==> config.mk <==
export PLATFORM = sky130hd
export DESIGN_NAME = bitboard_iter
export DESIGN_NICKNAME = d
export VERILOG_FILES = /design/src/rtl/bb_pkg.sv /design/src/rtl/onehot_to_index.sv /design/src/rtl/bitboard_iter.sv
export SDC_FILE = /design/constraint.sdc
export NUM_CORES = 1
export LEC_CHECK = 0
export ABC_AREA = 1
export CAP_MARGIN = 10
export CORE_ASPECT_RATIO = 1.1
export CORE_UTILIZATION = 54
export DETAILED_ROUTE_END_ITERATION = 12
export GPL_TIMING_DRIVEN = 0
export PLACE_DENSITY = 0.8
export SYNTH_ARGS = -nofsm -noshare
export SYNTH_HDL_FRONTEND = slang
export SYNTH_HIERARCHICAL = 1
export SYNTH_SLANG_ARGS = --single-unit
==> constraint.sdc <==
create_clock -name clk -period 3.6 [get_ports clk]
set_clock_uncertainty 0.15 [all_clocks]
set_input_delay 1.08 -clock clk [delete_from_list [all_inputs] [get_ports clk]]
set_output_delay 1.08 -clock clk [all_outputs]
set_load 0.05 [all_outputs]
==> src/rtl/bb_pkg.sv <==
// Shared types for the move-generation bitboard pipeline.
//   BB_W / SQ_W  : bitboard width and square-index width
//   bitboard_t   : one bitboard, bit n = square n
//   square_t     : binary square index
//   iter_state_t : bitboard iterator control states
package bb_pkg;
    localparam int BB_W = 64;
    localparam int SQ_W = 6;

    typedef logic [BB_W-1:0] bitboard_t;
    typedef logic [SQ_W-1:0] square_t;

    typedef enum logic {
        IDLE = 1'b0,
        SCAN = 1'b1
    } iter_state_t;
endpackage

==> src/rtl/onehot_to_index.sv <==
// One-hot to binary encoder built as an OR tree.
//   onehot : WIDTH-bit input, at most one bit set
//   idx    : binary index of the set bit (0 when onehot is all-zero)
// Index bit b is the OR of every input bit whose position has bit b set,
// so no priority chain is needed; the result is only meaningful when the
// input really is one-hot.
module onehot_to_index #(
    parameter int WIDTH = 64,
    parameter int IDXW  = $clog2(WIDTH)
) (
    input  logic [WIDTH-1:0] onehot,
    output logic [IDXW-1:0]  idx
);
    genvar gi, gj;
    generate
        for (gi = 0; gi < IDXW; gi++) begin : g_bit
            logic [WIDTH-1:0] terms;
            for (gj = 0; gj < WIDTH; gj++) begin : g_term
                if (((gj >> gi) % 2) == 1) begin : g_on
                    assign terms[gj] = onehot[gj];
                end else begin : g_off
                    assign terms[gj] = 1'b0;
                end
            end
            assign idx[gi] = |terms;
        end
    endgenerate
endmodule

==> src/rtl/bitboard_iter.sv <==
// Sequential square iterator: takes one bitboard per transaction and emits
// its set squares lowest-first, one per cycle.
//   clk, rst          : clock, asynchronous active-high reset
//   in_valid/in_ready : bitboard load handshake, in_bits = bitboard
//   out_valid/out_ready : per-square beat handshake
//   out_sel           : one-hot mask of the current square (0 on empty beat)
//   out_idx           : binary square index (0 on empty beat)
//   out_seq           : ordinal of this beat within the bitboard
//   out_last          : final beat of the bitboard
//   out_empty         : the bitboard was zero; single beat, no square
//   flush             : synchronous abort of the current bitboard
module bitboard_iter
    import bb_pkg::*;
#(
    parameter int WIDTH = BB_W,
    parameter int IDXW  = $clog2(WIDTH)
) (
    input  logic             clk,
    input  logic             rst,
    input  logic             in_valid,
    output logic             in_ready,
    input  logic [WIDTH-1:0] in_bits,
    output logic             out_valid,
    input  logic             out_ready,
    output logic [WIDTH-1:0] out_sel,
    output logic [IDXW-1:0]  out_idx,
    output logic [IDXW:0]    out_seq,
    output logic             out_last,
    output logic             out_empty,
    input  logic             flush
);
    iter_state_t      state_reg, state_next;
    logic [WIDTH-1:0] rem_reg, rem_next;
    logic [IDXW:0]    seq_reg, seq_next;
    logic             empty_reg, empty_next;

    logic             scan;
    logic [WIDTH-1:0] rem_dec;
    logic [WIDTH-1:0] low_bit;
    logic [WIDTH-1:0] rem_rest;
    logic [IDXW-1:0]  low_idx;
    logic             out_fire;
    logic             in_fire;

    assign scan = (state_reg == SCAN);

    // Lowest set bit isolation: x & ~(x-1) keeps only the lowest one,
    // x & (x-1) drops it. Both share the single decrement.
    assign rem_dec  = rem_reg - WIDTH'(1);
    assign low_bit  = rem_reg & ~rem_dec;
    assign rem_rest = rem_reg & rem_dec;

    onehot_to_index #(
        .WIDTH (WIDTH),
        .IDXW  (IDXW)
    ) u_enc (
        .onehot (low_bit),
        .idx    (low_idx)
    );

    // Outputs are gated by SCAN so that IDLE always shows reset values,
    // regardless of what the counter held when the last bitboard ended.
    assign out_valid = scan;
    assign out_sel   = scan ? low_bit : '0;
    assign out_idx   = scan ? low_idx : '0;
    assign out_seq   = scan ? seq_reg : '0;
    assign out_empty = scan && empty_reg;
    assign out_last  = scan && (empty_reg || (rem_rest == '0));

    assign out_fire = out_valid && out_ready;
    // Combinational out_ready -> in_ready path lets a new bitboard load on
    // the last-beat handshake, giving gap-free back-to-back operation.
    assign in_ready = !flush && (!scan || (out_fire && out_last));
    assign in_fire  = in_valid && in_ready;

    always_comb begin
        state_next = state_reg;
        rem_next   = rem_reg;
        seq_next   = seq_reg;
        empty_next = empty_reg;
        if (flush) begin
            state_next = IDLE;
            rem_next   = '0;
            seq_next   = '0;
            empty_next = 1'b0;
        end else begin
            if (out_fire) begin
                rem_next = rem_rest;
                seq_next = seq_reg + (IDXW+1)'(1);
                if (out_last) begin
                    state_next = IDLE;
                end
            end
            // A load accepted on the last beat overrides the return to IDLE.
            if (in_fire) begin
                state_next = SCAN;
                rem_next   = in_bits;
                seq_next   = '0;
                empty_next = (in_bits == '0);
            end
        end
    end

    always_ff @(posedge clk or posedge rst) begin
        if (rst) begin
            state_reg <= IDLE;
            rem_reg   <= '0;
            seq_reg   <= '0;
            empty_reg <= 1'b0;
        end else begin
            state_reg <= state_next;
            rem_reg   <= rem_next;
            seq_reg   <= seq_next;
            empty_reg <= empty_next;
        end
    end
endmodule

==> metrics.txt <==
# TYPE chip_impl_metric gauge
chip_impl_metric{name="post-layout-total-power",unit="W"} 0.003304
chip_impl_metric{name="gr-usage-all-layers",unit=""} 0.4221
chip_impl_metric{name="final_min_period_over_clock_period",unit=""} 1.169
chip_impl_metric{name="setup.reg_to_reg.worst_slack",unit="ns"} 0.16
chip_impl_metric{name="cts_num_sinks",unit=""} 73
chip_impl_metric{name="worstRegToRegCells",unit=""} 20
chip_impl_metric{name="grt_start_max_net_pins",unit=""} 40
chip_impl_metric{name="diodes",unit=""} 0
chip_impl_metric{name="buffer_ports.inserted",unit=""} 149
chip_impl_metric{name="critPathArrivalTime",unit="ns"} 2.98
chip_impl_info{name="path_delay_family",value="simple AND/OR/NAND/NOR gates"} 1
chip_impl_metric{name="fraction_of_the_yosys_area_taken_by_sequential_cells",unit=""} 0.2373
chip_impl_metric{name="report.final.setup_viol",unit=""} 21
chip_impl_metric{name="die_x",unit="um"} 115.8
chip_impl_metric{name="max_cap_viol_count",unit=""} 0
chip_impl_metric{name="h_tree_lvl_count",unit=""} 3
chip_impl_metric{name="worstSkewPairLatency",unit="ns"} 0.36
chip_impl_info{name="critical_path.endpoint_type",value="primary output"} 1
chip_impl_metric{name="synthesized_netlist_net_count",unit=""} 1529
chip_impl_info{name="slowest_stage",value="sky130_fd_sc_hd__dfrtp_2"} 1
chip_impl_metric{name="route.detailed.vias_per_inst",unit=""} 5.538
chip_impl_metric{name="numCtsBuffers",unit=""} 9
chip_impl_metric{name="min_period",unit="ns"} 4.210
chip_impl_metric{name="placed_cell_count",unit=""} 1797
chip_impl_metric{name="placement_rows",unit=""} 45
chip_impl_metric{name="final.hold.worst_slack",unit="ns"} 0.4204
chip_impl_info{name="min_path_type",value="reg2reg"} 1
chip_impl_metric{name="synth_cell_types",unit=""} 29
chip_impl_metric{name="grt_first_pass_wirelength",unit="mm"} 46.98
chip_impl_metric{name="avgRoutedWirePerCell",unit="um"} 16.94
chip_impl_metric{name="flop_and_latch_count_out_of_synthesis",unit=""} 73
chip_impl_metric{name="drv_slew",unit=""} 0
chip_impl_info{name="worstReg2RegEnd",value="rem_reg[0]"} 1
chip_impl_info{name="crit_path_start",value="rem_reg[0]"} 1
chip_impl_metric{name="io_pins",unit=""} 150
chip_impl_metric{name="avgSynthCellArea",unit="sq um"} 5.276
chip_impl_metric{name="finalHoldViolations",unit=""} 0
chip_impl_metric{name="antenna_found_initial",unit=""} 0
chip_impl_metric{name="netlist_area",unit="sq mm"} 0.007697
chip_impl_metric{name="post-route-cell-area",unit="sq mm"} 0.01028
chip_impl_metric{name="layout.nets",unit=""} 1704
chip_impl_metric{name="power_per_cell_area",unit="mW/mm^2"} 321.4
chip_impl_metric{name="floorplan.initialDensity",unit=""} 0.5557
chip_impl_info{name="timing.critical_path.mode_cell",value="sky130_fd_sc_hd__nand2_1"} 1
chip_impl_info{name="critical_path.endpoint",value="in_ready"} 1
chip_impl_metric{name="drt_drc_violations_left",unit=""} 0
chip_impl_metric{name="final.setup.worst_slack",unit="ns"} -0.6097
chip_impl_metric{name="place_congestion",unit=""} 1.016
chip_impl_metric{name="drt-total-wl",unit="mm"} 30.94
chip_impl_info{name="worst_r2r_startpoint",value="rem_reg[0]"} 1
chip_impl_metric{name="die_y",unit="um"} 127.2
chip_impl_metric{name="clock.fmax",unit="MHz"} 237.5
chip_impl_metric{name="post_route_cells_drive_above_1_share",unit=""} 0.1667
chip_impl_metric{name="ir_worst_vdd",unit="uV"} 259.3
chip_impl_metric{name="design.core.area",unit="sq mm"} 0.01385
chip_impl_metric{name="cts.clk_slew.worst_paths",unit="ns"} 0.06
chip_impl_metric{name="timing.critical_path.slowest_cell_delay",unit="ns"} 0.43
chip_impl_metric{name="yosys_warnings",unit=""} 6
chip_impl_metric{name="cp.required",unit="ns"} 2.37
chip_impl_metric{name="syn-instance-count",unit=""} 1459
chip_impl_metric{name="vias_in_the_first_global_route",unit=""} 9360
chip_impl_metric{name="detail-route-antenna-nets",unit=""} 0
chip_impl_metric{name="worst_slew_margin",unit=""} 0.2952
chip_impl_info{name="crit_path_start_kind",value="flip-flop"} 1
chip_impl_metric{name="worst-path-max-fanout",unit=""} 5
chip_impl_metric{name="via_count",unit=""} 10110
chip_impl_metric{name="critical_path.n_buffers_inverters",unit=""} 2
chip_impl_metric{name="largest_register_ff_count",unit=""} 64
chip_impl_metric{name="syn2layout_area_growth",unit="%"} 33.53
chip_impl_info{name="failed_checks",value="setup timing"} 1
chip_impl_info{name="clock_tree.root_cell",value="sky130_fd_sc_hd__clkbuf_16"} 1
chip_impl_metric{name="layout.cells.non_filler",unit=""} 1826
chip_impl_info{name="run_status",value="complete, but fails checks"} 1
chip_impl_info{name="worstSetupPathType",value="reg2out"} 1
chip_impl_metric{name="cts.hold.buffers_added",unit=""} 0
chip_impl_metric{name="whs_path_depth",unit=""} 2
chip_impl_metric{name="timing_worst_slew_pin_value",unit="ns"} 1.057
chip_impl_info{name="cells_along_the_critical_path",value="nor2_4 > nand2_4 > nor2_4 > nand2_4 > inv_1 > nand2_1 > nand2_1 > nand2_1 > nor2_1 > nand2_1 > nor3_4 > nand3_2 > nand2_1 > a21oi_1 > nor2_2 > buf_6"} 1
chip_impl_metric{name="placement.cell_area",unit="sq mm"} 0.009460
chip_impl_info{name="grt_setup_unrepaired",value="true"} 1
chip_impl_metric{name="detail_route.iter0.violations",unit=""} 1160
chip_impl_metric{name="die_area",unit="sq mm"} 0.01474
chip_impl_metric{name="detailedRoute.firstPassIterationCount",unit=""} 5
chip_impl_info{name="cts_tree",value="done"} 1
chip_impl_metric{name="dp_hpwl",unit="mm"} 24.57
chip_impl_metric{name="global_route.overflow_total",unit=""} 0
chip_impl_metric{name="clock_path_buffers",unit=""} 2
chip_impl_metric{name="critical_path_depth",unit=""} 16
chip_impl_metric{name="cellLeakagePower",unit="nW"} 5.255
routing by layer:
| metal | share of wire | track usage | routed length (um) | up-vias |
|---|---|---|---|---|
| li1 | - | - | - | 4838 |
| met1 | 0.39 | 0.4922 | 11950 | 4560 |
| met2 | 0.46 | 0.6978 | 14360 | 585 |
| met3 | 0.088 | 0.08729 | 2724 | 129 |
| met4 | 0.062 | 0.2745 | 1908 | 0 |
| met5 | 0 | 0 | 0 | - |
what timing repair did:
action / in CTS / in global routing
setup buffers: 7 / 8
endpoints found under the hold margin: 0 / 0
endpoints found under the setup margin: 125 / 95
pin swaps: 8 / 12
resized for setup: 354 / 131
cloned: 0 / 0
cell families after synthesis:
group | after synthesis | synth area share
XOR/XNOR | 6 | 0.006827
buffers and inverters | 257 | 0.1349
flip-flops | 73 | 0.2373
AND/OR/NAND/NOR | 1096 | 0.6018
AO/OA/AOI/OAI | 26 | 0.01756
adder cells (fa/ha/maj) | 1 | 0.001625
through the flow:
step | setup WS [ns] | TNS [ns] | utilization
after global placement | -1.111 | -76.70 | 0.6814
after floorplan | -0.09004 | -5.047 | -
after detailed placement | -1.122 | -19.20 | 0.6830
after CTS | -0.4756 | -2.171 | 0.7262
final | -0.6097 | -2.993 | 0.7421
after global routing | -0.6827 | -5.150 | 0.7421
cell type report:
class,instances,area (sq um)
plain buffers,49,264.0
flip-flops and latches,73,1836
repair buffers,165,1603
clock inverters,5,56.30
inverters,207,782.0
multi-input cells,1129,5264
fillers,1272,3572
clock buffers,10,239.0
well taps,188,235.2
worst min path at each step:
stage | start | end | slack (ns)
floorplan | rem_reg[63] | rem_reg[63] | 0.35
global placement | rem_reg[63] | rem_reg[63] | 0.37
detailed placement | seq_reg[6] | seq_reg[6] | 0.40
CTS | rem_reg[63] | rem_reg[63] | 0.42
global route | seq_reg[6] | seq_reg[6] | 0.46
finish | seq_reg[6] | seq_reg[6] | 0.42
cells in the final DEF, fill, tap and decap left out, drive strengths merged:
| cell | count |
|---|---|
| clkdlybuf4s50 | 78 |
| o21ai | 19 |
| clkdlybuf4s15 | 36 |
| nor2 | 483 |
| a21oi | 5 |
| o211ai | 1 |
| dlygate4sd2 | 2 |
| buf | 64 |
| clkdlybuf4s18 | 10 |
| nor3 | 66 |
| nand2 | 419 |
| bufinv | 1 |
| nand3b | 1 |
| dfrtp | 73 |
| and2 | 1 |
| inv | 207 |
| xor2 | 6 |
| clkbuf | 34 |
| o21bai | 1 |
| ha | 1 |
| nor4 | 18 |
| clkinvlp | 1 |
| nand3 | 37 |
| nand4 | 71 |
| clkinv | 3 |
worst min-delay path: cells and delay by family, from the launching register on:
family,cells,cell delay (ns)
xor gates and xnor gates,1,0.08
DFF,1,0.37
and+or+nand+nor,1,0.09
report_power, final:
| part | total (W) | switching, W | internal, W |
|---|---|---|---|
| combinational | 0.00129 | 0.000867 | 0.000427 |
| clock | 0.000944 | 0.000393 | 0.000551 |
| sequential | 0.00107 | 0.000152 | 0.000914 |
| total | 0.00330 | 0.00141 | 0.00189 |
Yosys cell counts:
library cell	instances	area share
sky130_fd_sc_hd__a21oi_1	5	0.0033
sky130_fd_sc_hd__and2_1	1	0.00081
sky130_fd_sc_hd__buf_1	12	0.0059
sky130_fd_sc_hd__buf_2	2	0.0013
sky130_fd_sc_hd__buf_4	7	0.0068
sky130_fd_sc_hd__buf_6	6	0.0088
sky130_fd_sc_hd__clkbuf_1	23	0.011
sky130_fd_sc_hd__dfrtp_1	73	0.24
sky130_fd_sc_hd__ha_1	1	0.0016
sky130_fd_sc_hd__inv_1	196	0.096
sky130_fd_sc_hd__inv_2	11	0.0054
sky130_fd_sc_hd__nand2_1	407	0.20
sky130_fd_sc_hd__nand2_2	7	0.0057
sky130_fd_sc_hd__nand2_4	5	0.0073
sky130_fd_sc_hd__nand3_1	35	0.023
sky130_fd_sc_hd__nand3_2	2	0.0026
sky130_fd_sc_hd__nand3b_2	1	0.0015
sky130_fd_sc_hd__nand4_1	71	0.058
sky130_fd_sc_hd__nor2_1	466	0.23
sky130_fd_sc_hd__nor2_2	9	0.0073
sky130_fd_sc_hd__nor2_4	7	0.010
sky130_fd_sc_hd__nor2_8	1	0.0026
sky130_fd_sc_hd__nor3_1	66	0.043
sky130_fd_sc_hd__nor4_1	18	0.015
sky130_fd_sc_hd__o211ai_1	1	0.00098
sky130_fd_sc_hd__o21ai_0	2	0.0013
sky130_fd_sc_hd__o21ai_1	17	0.011
sky130_fd_sc_hd__o21bai_1	1	0.00098
sky130_fd_sc_hd__xor2_1	6	0.0068
Power figures use the tool's default switching activity.
